## config.mk

```make
export PLATFORM = sky130hd
export DESIGN_NAME = param_fifo
export DESIGN_NICKNAME = d
export VERILOG_FILES = /design/src/rtl/param_fifo.sv
export SDC_FILE = /design/constraint.sdc
export NUM_CORES = 1
export LEC_CHECK = 0
export ABC_AREA = 1
export CORE_UTILIZATION = 30
export CTS_BUF_LIST = sky130_fd_sc_hd__clkbuf_4 sky130_fd_sc_hd__clkbuf_8
export CTS_CLUSTER_DIAMETER = 50
export DETAILED_ROUTE_END_ITERATION = 6
export DONT_BUFFER_PORTS = 1
export GPL_TIMING_DRIVEN = 0
export HOLD_SLACK_MARGIN = 0.02
export SETUP_SLACK_MARGIN = 0.5
export SYNTH_ARGS = -nofsm -noshare
export SYNTH_HDL_FRONTEND = slang
export SYNTH_SLANG_ARGS = --single-unit
export TNS_END_PERCENT = 1
```

## constraint.sdc

```tcl
create_clock -name clk -period 4.6 [get_ports clk]
set_input_delay 0.92 -clock clk [delete_from_list [all_inputs] [get_ports clk]]
set_output_delay 0.92 -clock clk [all_outputs]
set_load 0.02 [all_outputs]
```

## src/rtl/param_fifo.sv

```systemverilog
// Synchronous FIFO with occupancy flags and per-cycle ack/err status; dout updates one edge after an accepted read.
// Writes into a full FIFO are refused with wr_err unless a read frees a slot in the same cycle; reads from empty give rd_err.
module param_fifo #(
  parameter int DATA_WIDTH = 32,
  parameter int ADDR_WIDTH = 3,
  parameter int AF_LEVEL   = (2 ** ADDR_WIDTH) - 1,
  parameter int AE_LEVEL   = 1
) (
  input  logic                  clk,
  input  logic                  reset,
  input  logic                  wr_en,
  input  logic [DATA_WIDTH-1:0] din,
  input  logic                  rd_en,
  input  logic                  flush,
  output logic [DATA_WIDTH-1:0] dout,
  output logic [ADDR_WIDTH:0]   data_count,
  output logic                  full,
  output logic                  empty,
  output logic                  almost_full,
  output logic                  almost_empty,
  output logic                  wr_ack,
  output logic                  wr_err,
  output logic                  rd_ack,
  output logic                  rd_err
);

  localparam int DEPTH = 2 ** ADDR_WIDTH;
  localparam logic [ADDR_WIDTH:0]   CNT_DEPTH = (ADDR_WIDTH + 1)'(DEPTH);
  localparam logic [ADDR_WIDTH:0]   CNT_AF    = (ADDR_WIDTH + 1)'(AF_LEVEL);
  localparam logic [ADDR_WIDTH:0]   CNT_AE    = (ADDR_WIDTH + 1)'(AE_LEVEL);
  localparam logic [ADDR_WIDTH:0]   CNT_ONE   = (ADDR_WIDTH + 1)'(1);
  localparam logic [ADDR_WIDTH-1:0] PTR_ONE   = ADDR_WIDTH'(1);

  logic [DATA_WIDTH-1:0] mem [DEPTH];
  logic [ADDR_WIDTH-1:0] wr_ptr;
  logic [ADDR_WIDTH-1:0] rd_ptr;
  logic [ADDR_WIDTH:0]   count_nxt;
  logic                  wr_ok;
  logic                  rd_ok;

  // A write into a full FIFO still goes through when a read drains a slot on the same edge.
  assign rd_ok = rd_en && !empty;
  assign wr_ok = wr_en && (!full || rd_ok);

  assign full         = (data_count == CNT_DEPTH);
  assign empty        = (data_count == '0);
  assign almost_full  = (data_count >= CNT_AF);
  assign almost_empty = (data_count <= CNT_AE);

  always_comb begin
    count_nxt = data_count;
    if (wr_ok && !rd_ok) begin
      count_nxt = data_count + CNT_ONE;
    end else if (rd_ok && !wr_ok) begin
      count_nxt = data_count - CNT_ONE;
    end
  end

  // Storage is not reset; stale words are unreachable once the pointers are cleared.
  always_ff @(posedge clk) begin
    if (!reset && !flush && wr_ok) begin
      mem[wr_ptr] <= din;
    end
  end

  always_ff @(posedge clk or posedge reset) begin
    if (reset) begin
      wr_ptr     <= '0;
      rd_ptr     <= '0;
      data_count <= '0;
      dout       <= '0;
      wr_ack     <= 1'b0;
      wr_err     <= 1'b0;
      rd_ack     <= 1'b0;
      rd_err     <= 1'b0;
    end else if (flush) begin
      wr_ptr     <= '0;
      rd_ptr     <= '0;
      data_count <= '0;
      wr_ack     <= 1'b0;
      wr_err     <= 1'b0;
      rd_ack     <= 1'b0;
      rd_err     <= 1'b0;
    end else begin
      if (wr_ok) begin
        wr_ptr <= wr_ptr + PTR_ONE;
      end
      if (rd_ok) begin
        rd_ptr <= rd_ptr + PTR_ONE;
        dout   <= mem[rd_ptr];
      end
      data_count <= count_nxt;
      wr_ack     <= wr_ok;
      wr_err     <= wr_en && !wr_ok;
      rd_ack     <= rd_ok;
      rd_err     <= rd_en && !rd_ok;
    end
  end

endmodule

```

==> metrics.yaml, run 1 <==
die_y_um: 202
fmax_mhz: 320
synth_top_cell_area_share: 0.640
powerDensity_nw_per_um2: 544
finClkSkew_ns: 0.0405
synth_top_cell_by_area: "edfxtp_1"
startpoint: "data_count[0]"
drive_gt1_frac: 0.152
cp-end-kind: "register"
setup_violations: 0
cts_made_buffers: 48
track_usage: 0.151
postSynthAreaPerCell_um2: 12.3
core_area_um2: 39100
drtIter0Drc: 656
remaining_drc_errors: 0
hold_viol: 0
tightest_slew_ns: 0.887
yosysWarnings: 0
grt_pass1_vias: 7778
wl_per_cell_um: 19.0
synth_nets: 1020
die-area_um2: 40900
syn_inst: 977
wl_um: 30400
slew_violations: 0
htreeDepth: 2
cts-root-buf: "clkbuf_8"
cts_tree: "done"
placementRows: 72
diodes: 0
reg2reg_to: "mem[2][16]"
final_util: 0.358
dp_hpwl_um: 19900
yosysUniqueCellTypes: 31
syn-cell-area_um2: 12000
io_buffers: 0
multi_input_area_um2: 2840
ant_nets: 0
crit_end: "mem[2][16]"
clk_pin_slew_worst_paths_ns: 0.06
stdcell_area_um2: 14000
clockBufferDepth: 3
cts_hold_buf: 0
slew-limit-headroom: 0.405
worstPathArrival_ns: 3.38
r2r_setup_slack_ns: 1.48
max-cap-violations: 0
grt_remaining_overflow: 0
yosys-top-cells-area: "edfxtp_1, dfrtp_1, nor2_1"
postCtsSetupBuffers: 0
reg2reg_depth: 9
fin_crit_sh: 0.679
cts_resized: 0
firstDrtPassIters: 5
clk_latency_ns: 0.60
nets: 1088
start_util: 0.307
cp.required_ns: 4.86
clock-sinks: 302
die_w_um: 202
gp_congestion: 0.780
register_area_um2: 8840
crit_fanout: 11
via_count: 7703
rsz0062_at_grt: "no"
synth_seq_cells: 302
via_per_inst: 4.81
grt_pass1_wl_um: 46700
power_leakage_nw: 4.96
fillers: 3817
vdd_drop_max_uv: 230
place_area_um2: 13000
outcome: "finished, final reports clean"
fin_crit_ns: 3.12
path_class: "reg -> reg"
yosysSeqAreaShare: 0.736
holdCritPathClass: "in -> async"
r2r_start: "data_count[0]"
start_kind: "register"
antenna_found_initial: 0
io_pins: 81
area_growth_pct: 16.4
grt_max_degree: 38
-- per-layer routing --
layer,vias to the layer above,share of wire,GRT usage
li1,3599,-,-
met1,3756,0.44,0.204
met2,293,0.46,0.238
met3,55,0.084,0.0369
met4,0,0.019,0.0470
met5,-,0,0
-- registers in the layout, summed over array words and instances (netlist names) --
signal	count
mem	256
dout	32
data_count	4
rd_ptr	3
wr_ptr	3
rd_ack	1
rd_err	1
wr_ack	1
wr_err	1
-- per-stage QoR --
step / total power, W / hold WS [ns] / TNS [ns] / instances / setup slack (ns)
3_5_place_dp: 0.00533 / 0.584 / 0 / 1513 / 1.37
5_1_grt: 0.00802 / 0.165 / 0 / 1602 / 1.33
2_1_floorplan: 0.00473 / 0.549 / -37.06 / 977 / -0.290
6_report: 0.00760 / 0.167 / 0 / 1602 / 1.48
4_1_cts: 0.00769 / 0.145 / 0 / 1602 / 1.52
3_3_place_gp: 0.00529 / 0.578 / -598.85 / 1495 / -3.26
-- worst max-delay path, cell delays in order, from the launching register on --
cell     delay (ns)
dfrtp_1        0.57
inv_1          0.19
ha_1           0.29
nand3_2        0.17
nor2_4         0.06
nor2_2         0.17
nand2_1        0.19
nor3_2         0.67
buf_6          0.25
buf_4          0.24
-- cell type report --
cell class,count,share of cell area
Buffer,56,0.0222
Clock buffer,76,0.0641
Clock inverter,13,0.00796
Inverter,20,0.00573
Multi-Input combinational cell,599,0.203
Sequential cell,302,0.632
Tap cell,518,0.0463
Timing Repair Buffer,18,0.0190
-- logic make-up after synthesis --
group | Yosys count | synth area share
xor+xnor | 2 | 0.00146
flops | 302 | 0.736
simple gates | 422 | 0.146
buf+inv | 76 | 0.0325
compound gates | 169 | 0.0780
fa+ha+maj | 6 | 0.00625
-- cell usage after synthesis --
cell and count:
nor2_2 2, buf_4 14, dfrtp_1 46, nor2_1 230
buf_2 18, clkbuf_1 18, xor2_1 2, a21oi_2 1
nor3_1 5, nand3_2 1, inv_1 15, buf_6 3
o211ai_1 32, inv_2 2, o21ai_0 111, o21ai_1 20
nand2_4 2, nand2_1 102, clkinv_1 1, nand4_1 1
o31ai_1 2, inv_4 2, ha_1 6, o21a_1 1
edfxtp_1 256, nor2_4 2, a21oi_1 2, buf_1 1
clkbuf_2 2, nand3_4 2, nand3_1 75
-- where the power goes --
part,switching (W),internal [W],leakage (nW)
registers,0.000351,0.00316,2.89
logic,0.00118,0.000552,1.52
clock network,0.00105,0.00131,0.548
-- layout by cell type, fill, tap and decap left out, types with 7 or more instances in the layout --
cell | netlist | layout
edfxtp_1 | 256 | 256
nor2_1 | 230 | 226
o21ai_0 | 111 | 111
nand2_1 | 102 | 102
nand3_1 | 75 | 75
clkbuf_8 | 0 | 52
dfrtp_1 | 46 | 46
o211ai_1 | 32 | 32
clkbuf_4 | 0 | 24
o21ai_1 | 20 | 20
clkbuf_1 | 18 | 18
buf_2 | 18 | 18
buf_4 | 14 | 15
inv_1 | 15 | 14
buf_6 | 3 | 13
clkinv_2 | 0 | 7
-- worst min path at each step --
stage | from | depth (start not counted) | endpoint
after CTS | reset | 1 | dout[25]
after floorplan | mem[4][22] | 4 | dout[22]
final | reset | 1 | dout[25]
after global placement | mem[4][20] | 4 | dout[20]
after global routing | reset | 1 | dout[25]
after detailed placement | mem[4][20] | 4 | dout[20]
Note: power is estimated with default switching activity, not from simulation.
==> inputs of run 2 (changes only) <==
Clock period 4.6 ns to 2.75 ns, I/O delays scaled along.
==> run 2 against run 1 <==
Via count up 0.30%. Combinational power up 73%. Sequential cell count unchanged. Register-to-register slack worse by 0.92 ns. Die area unchanged. Worst hold slack worse by 0.15 ns. Critical endpoint is now almost_empty. Largest power group unchanged. Highest routed layer unchanged.
==> metrics.yaml, run 2 (same netlist as run 1, synthesis figures left out) <==
htreeDepth: 2
seqPwrFrac: 0.454
gp_congestion: 0.792
clk_pin_slew_worst_paths_ns: 0.06
die_w_um: 202
rsz0062_at_grt: "yes"
cp.required_ns: 2.20
swShare: 0.336
start_util: 0.307
clock-sinks: 302
antenna_found_initial: 0
finClkSkew_ns: 0.0144
clockPowerShare: 0.313
holdCritPathClass: "in -> async"
grt_pass1_vias: 7801
wl_um: 32600
io_buffers: 0
tightest_slew_ns: 0.848
critical_path.top_delay_family: "flip-flops"
area_growth_pct: 19.8
worstPathArrival_ns: 1.67
remaining_drc_errors: 0
mostFrequentLayoutCell: "edfxtp_1"
diodes: 0
power.internal_w: 0.00860
placementRows: 72
io_pins: 81
timing.hold.ws_ns: 0.0218
crit_chain: "inv_1 > ha_1 > o21a_1"
core_area_um2: 39100
drtIter0Drc: 657
via_per_inst: 4.76
regMostFlops: "mem"
top_regs: "mem: 256 flops, dout: 32 flops, data_count: 4 flops"
max-cap-violations: 0
cts_made_buffers: 48
crit_fanout: 7
slowest_delay_ns: 0.48
grt_pass1_wl_um: 48400
comb_power_share: 0.232
switching_power_w: 0.00435
clockBufferDepth: 3
fmax_mhz: 451
die-area_um2: 40900
wl_per_cell_um: 20.1
power_leakage_nw: 5.10
start_kind: "register"
hold_viol: 0
layout_common_cells: "edfxtp_1, nor2_1, o21ai_0, nand2_1, nand3_1"
slowest_stage: "dfrtp_2"
track_usage: 0.160
fin_crit_ns: 2.22
dp_hpwl_um: 19000
fin_crit_sh: 0.806
power.total_w: 0.0129
die_y_um: 202
cp-end-kind: "primary output"
slew-limit-headroom: 0.433
nets: 1110
firstDrtPassIters: 4
grt_remaining_overflow: 0
vdd_drop_max_uv: 322
setup_violations: 0
drive_gt1_frac: 0.173
ant_nets: 0
slew_violations: 0
path_buf_inv: 1
cts_tree: "done"
powerDensity_nw_per_um2: 899
grt_max_degree: 25
path_class: "reg -> out"
clk_latency_ns: 0.56
outcome: "finished, final reports clean"
largest_register_ffs: 256
via_count: 7726
cts-root-buf: "clkbuf_8"
-- run 2: cell count changes in the layout (fill, tap and decap cells not counted), moves of 3 or more --
cell,delta
buf_6,-10
nor3_4,+4
nor2_4,+5
clkinv_1,+3
clkbuf_8,+3
buf_12,+8
inv_1,-3
nor3_2,-4
clkinv_2,-6
buf_4,+14
-- run 2: final cells by class --
type,instances,area (um2)
Timing Repair Buffer,35,513
Fill cell,3762,24700
Multi-Input combinational cell,603,2950
Tap cell,518,648
Sequential cell,302,8840
Inverter,20,86.3
Clock inverter,10,104
Clock buffer,79,937
Timing Repair inverter,1,7.51
Buffer,56,310
-- run 2: path summary, 6_finish.rpt --
| kind | slack [ns] | from | depth (start not counted) | to |
|---|---|---|---|---|
| hold / removal | 0.02 | reset | 1 | dout[31] |
| hold reg to reg | 0.60 | wr_ptr[2] | 3 | wr_ptr[2] |
| max in group asynchronous | 1.92 | reset | 3 | data_count[0] |
| min in group clk | 0.07 | rd_en | 1 | wr_err |
| setup / recovery | 0.53 | data_count[1] | 3 | almost_empty |
| setup reg to reg | 0.56 | data_count[1] | 9 | mem[2][9] |
-- run 2: worst reg2reg max path, stage by stage (launching register included) --
cell,delay [ns]
dfrtp_2,0.48
inv_1,0.14
ha_4,0.20
nand3_4,0.11
nor2_4,0.07
nor2_4,0.18
nand2_4,0.13
nor3_4,0.24
buf_12,0.15
buf_8,0.18
-- run 2: per-stage QoR --
| step | TNS [ns] | setup WS (ns) | instance area (um2) | util | cells |
|---|---|---|---|---|---|
| after global placement | -191.75 | -0.858 | 12800 | 0.326 | 1495 |
| after global routing | 0 | 0.466 | 14400 | 0.368 | 1624 |
| after CTS | 0 | 0.525 | 14300 | 0.367 | 1621 |
| after floorplan | 0 | 0.219 | 12100 | - | 977 |
| final | 0 | 0.533 | 14400 | 0.368 | 1624 |
| after detailed placement | -117.19 | -0.812 | 12900 | 0.331 | 1503 |
-- run 2: metal layers --
metal	global-route usage	part of all wire	vias to the layer above
li1	-	-	3645
met1	0.197	0.40	3753
met2	0.265	0.48	271
met3	0.0474	0.088	57
met4	0.0567	0.028	0
met5	0	0	-
-- run 2: timing repair --
action                                  CTS  global route
endpoints found under the hold margin     0            22
gates cloned                              5             0
gates resized for setup                  13             0
pin swaps                                12             0
endpoints found under the setup margin  257           187
hold buffers                              0             2
buffers inserted                         24             1
-- run 2: power groups by stage --
stage | Combinational [W] | Sequential [W] | Clock [W]
2_1_floorplan | 0.00205 | 0.00587 | 0
3_3_place_gp | 0.00287 | 0.00599 | 0
3_5_place_dp | 0.00292 | 0.00599 | 0
4_1_cts | 0.00302 | 0.00590 | 0.00414
5_1_grt | 0.00333 | 0.00593 | 0.00434
6_report | 0.00301 | 0.00588 | 0.00406
==> inputs of run 3 (changes only) <==
Clock period 2.75 ns to 1.8 ns, I/O delays scaled along.
==> run 3 against run 2 <==
Largest cell class unchanged. Via count is 5.9% higher. Routed wire length grew 6.4%. The run now ends with negative hold slack, negative setup slack left. Sequential cell count unchanged.
==> metrics.yaml, run 3 (same netlist as run 1, synthesis figures left out) <==
antenna_found_initial: 0
slowest_stage: "dfrtp_2"
via_per_inst: 4.87
place_area_um2: 12900
max-cap-violations: 0
start_util: 0.307
die_y_um: 202
nets: 1165
die_w_um: 202
htreeDepth: 2
setup_violations: 260
register_area_um2: 8890
cts-root-buf: "clkbuf_8"
firstDrtPassIters: 7
powerDensity_nw_per_um2: 1340
track_usage: 0.166
hold_viol: 46
core_area_um2: 39100
cp-end-kind: "register"
slew_violations: 0
grt_pass1_vias: 8004
regMostFlops: "mem"
timing.hold.ws_ns: -0.226
grt_max_degree: 25
fin_crit_sh: 1.18
multi_input_area_um2: 3250
worstPathArrival_ns: 2.42
reg2reg_to: "mem[6][18]"
slowest_delay_ns: 0.50
layout_common_cells: "edfxtp_1, nor2_1, o21ai_0, nand2_1, clkbuf_8"
violations: "negative hold slack, negative setup slack"
die-area_um2: 40900
ant_nets: 0
drive_gt1_frac: 0.264
grt_pass1_wl_um: 50700
via_count: 8182
area_growth_pct: 29.3
rsz0062_at_grt: "yes"
setup_slack_ns: -0.330
crit_fanout: 7
r2r_start: "data_count[0]"
holdCritPathClass: "in -> async"
power_leakage_nw: 5.44
clk_latency_ns: 0.59
largest_register_ffs: 256
cts_hold_buf: 34
outcome: "finished with violations"
dp_slack_ns: -1.56
remaining_drc_errors: 0
placementRows: 72
drtIter0Drc: 620
mostFrequentLayoutCell: "edfxtp_1"
clk_pin_slew_worst_paths_ns: 0.07
path_buf_inv: 4
grt_remaining_overflow: 0
r2r_setup_slack_ns: -0.33
gp_congestion: 0.743
fmax_mhz: 470
tightest_slew_ns: 0.875
vdd_drop_max_uv: 541
power.total_w: 0.0209
top_regs: "mem: 256 flops, dout: 32 flops, data_count: 4 flops"
path_class: "reg -> reg"
critical_path.top_delay_family: "buffers and inverters"
reg2reg_depth: 10
cts_tree: "done"
wl_per_cell_um: 20.6
stdcell_area_um2: 15500
fin_setup_tns_ns: -58.07
io_buffers: 0
startpoint: "data_count[0]"
cts_made_buffers: 50
fin_crit_ns: 2.13
dp_hpwl_um: 19000
io_pins: 81
wl_um: 34700
fillers: 3651
start_kind: "register"
clock-sinks: 302
finClkSkew_ns: 0.0329
diodes: 0
crit_chain: "inv_4 > ha_4 > nand3_4 > nor2_4 > nor2_4 > nand2_4 > buf_6 > nor3_4 > buf_6 > clkbuf_16"
cp.required_ns: 2.09
clockBufferDepth: 3
slew-limit-headroom: 0.415
run 3: per-layer routing:
layer | routed length (um) | global-route usage
met5 | 0 | 0
met4 | 997 | 0.0516
met3 | 2540 | 0.0358
met2 | 16700 | 0.278
met1 | 14400 | 0.216
run 3: area by class of cell:
type,instances,share of cell area
Multi-Input combinational cell,603,0.209
Inverter,20,0.00612
Clock inverter,23,0.0126
Buffer,56,0.0263
Sequential cell,302,0.572
Tap cell,518,0.0417
Clock buffer,69,0.0555
Timing Repair inverter,1,0.000483
Timing Repair Buffer,88,0.0755
run 3: worst max-delay path by stage:
stage / slack (ns) / cells after the start / end
after floorplan: -0.57 / 7 / mem[0][0]
after global placement: -1.65 / 3 / mem[0][8]
after detailed placement: -1.56 / 3 / mem[7][10]
final: -0.33 / 10 / mem[6][18]
after global routing: -0.42 / 10 / mem[6][18]
after CTS: -0.30 / 9 / mem[7][23]
run 3: through the flow:
stage               utilization  instances
floorplan                     -        977
global placement          0.327       1495
detailed placement        0.331       1502
CTS                       0.386       1672
global route              0.397       1680
finish                    0.397       1680
run 3: power breakdown:
group | switching (W) | total (W) | leakage [nW] | internal [W]
sequential | 0.000918 | 0.00908 | 2.84 | 0.00817
combinational | 0.00353 | 0.00544 | 2.05 | 0.00191
clock | 0.00278 | 0.00633 | 0.548 | 0.00355
run 3: what timing repair did:
item	in CTS	in global routing
pin swaps	15	52
endpoints found under the hold margin	286	46
endpoints found under the setup margin	343	344
setup buffers	37	4
gates resized for setup	117	65
cloned	7	4
run 3: worst register-to-register path: stages (launching register included):
cell	delay (ns)
dfrtp_2	0.50
inv_4	0.07
ha_4	0.17
nand3_4	0.08
nor2_4	0.05
nor2_4	0.17
nand2_4	0.11
buf_6	0.16
nor3_4	0.12
buf_6	0.21
clkbuf_16	0.20
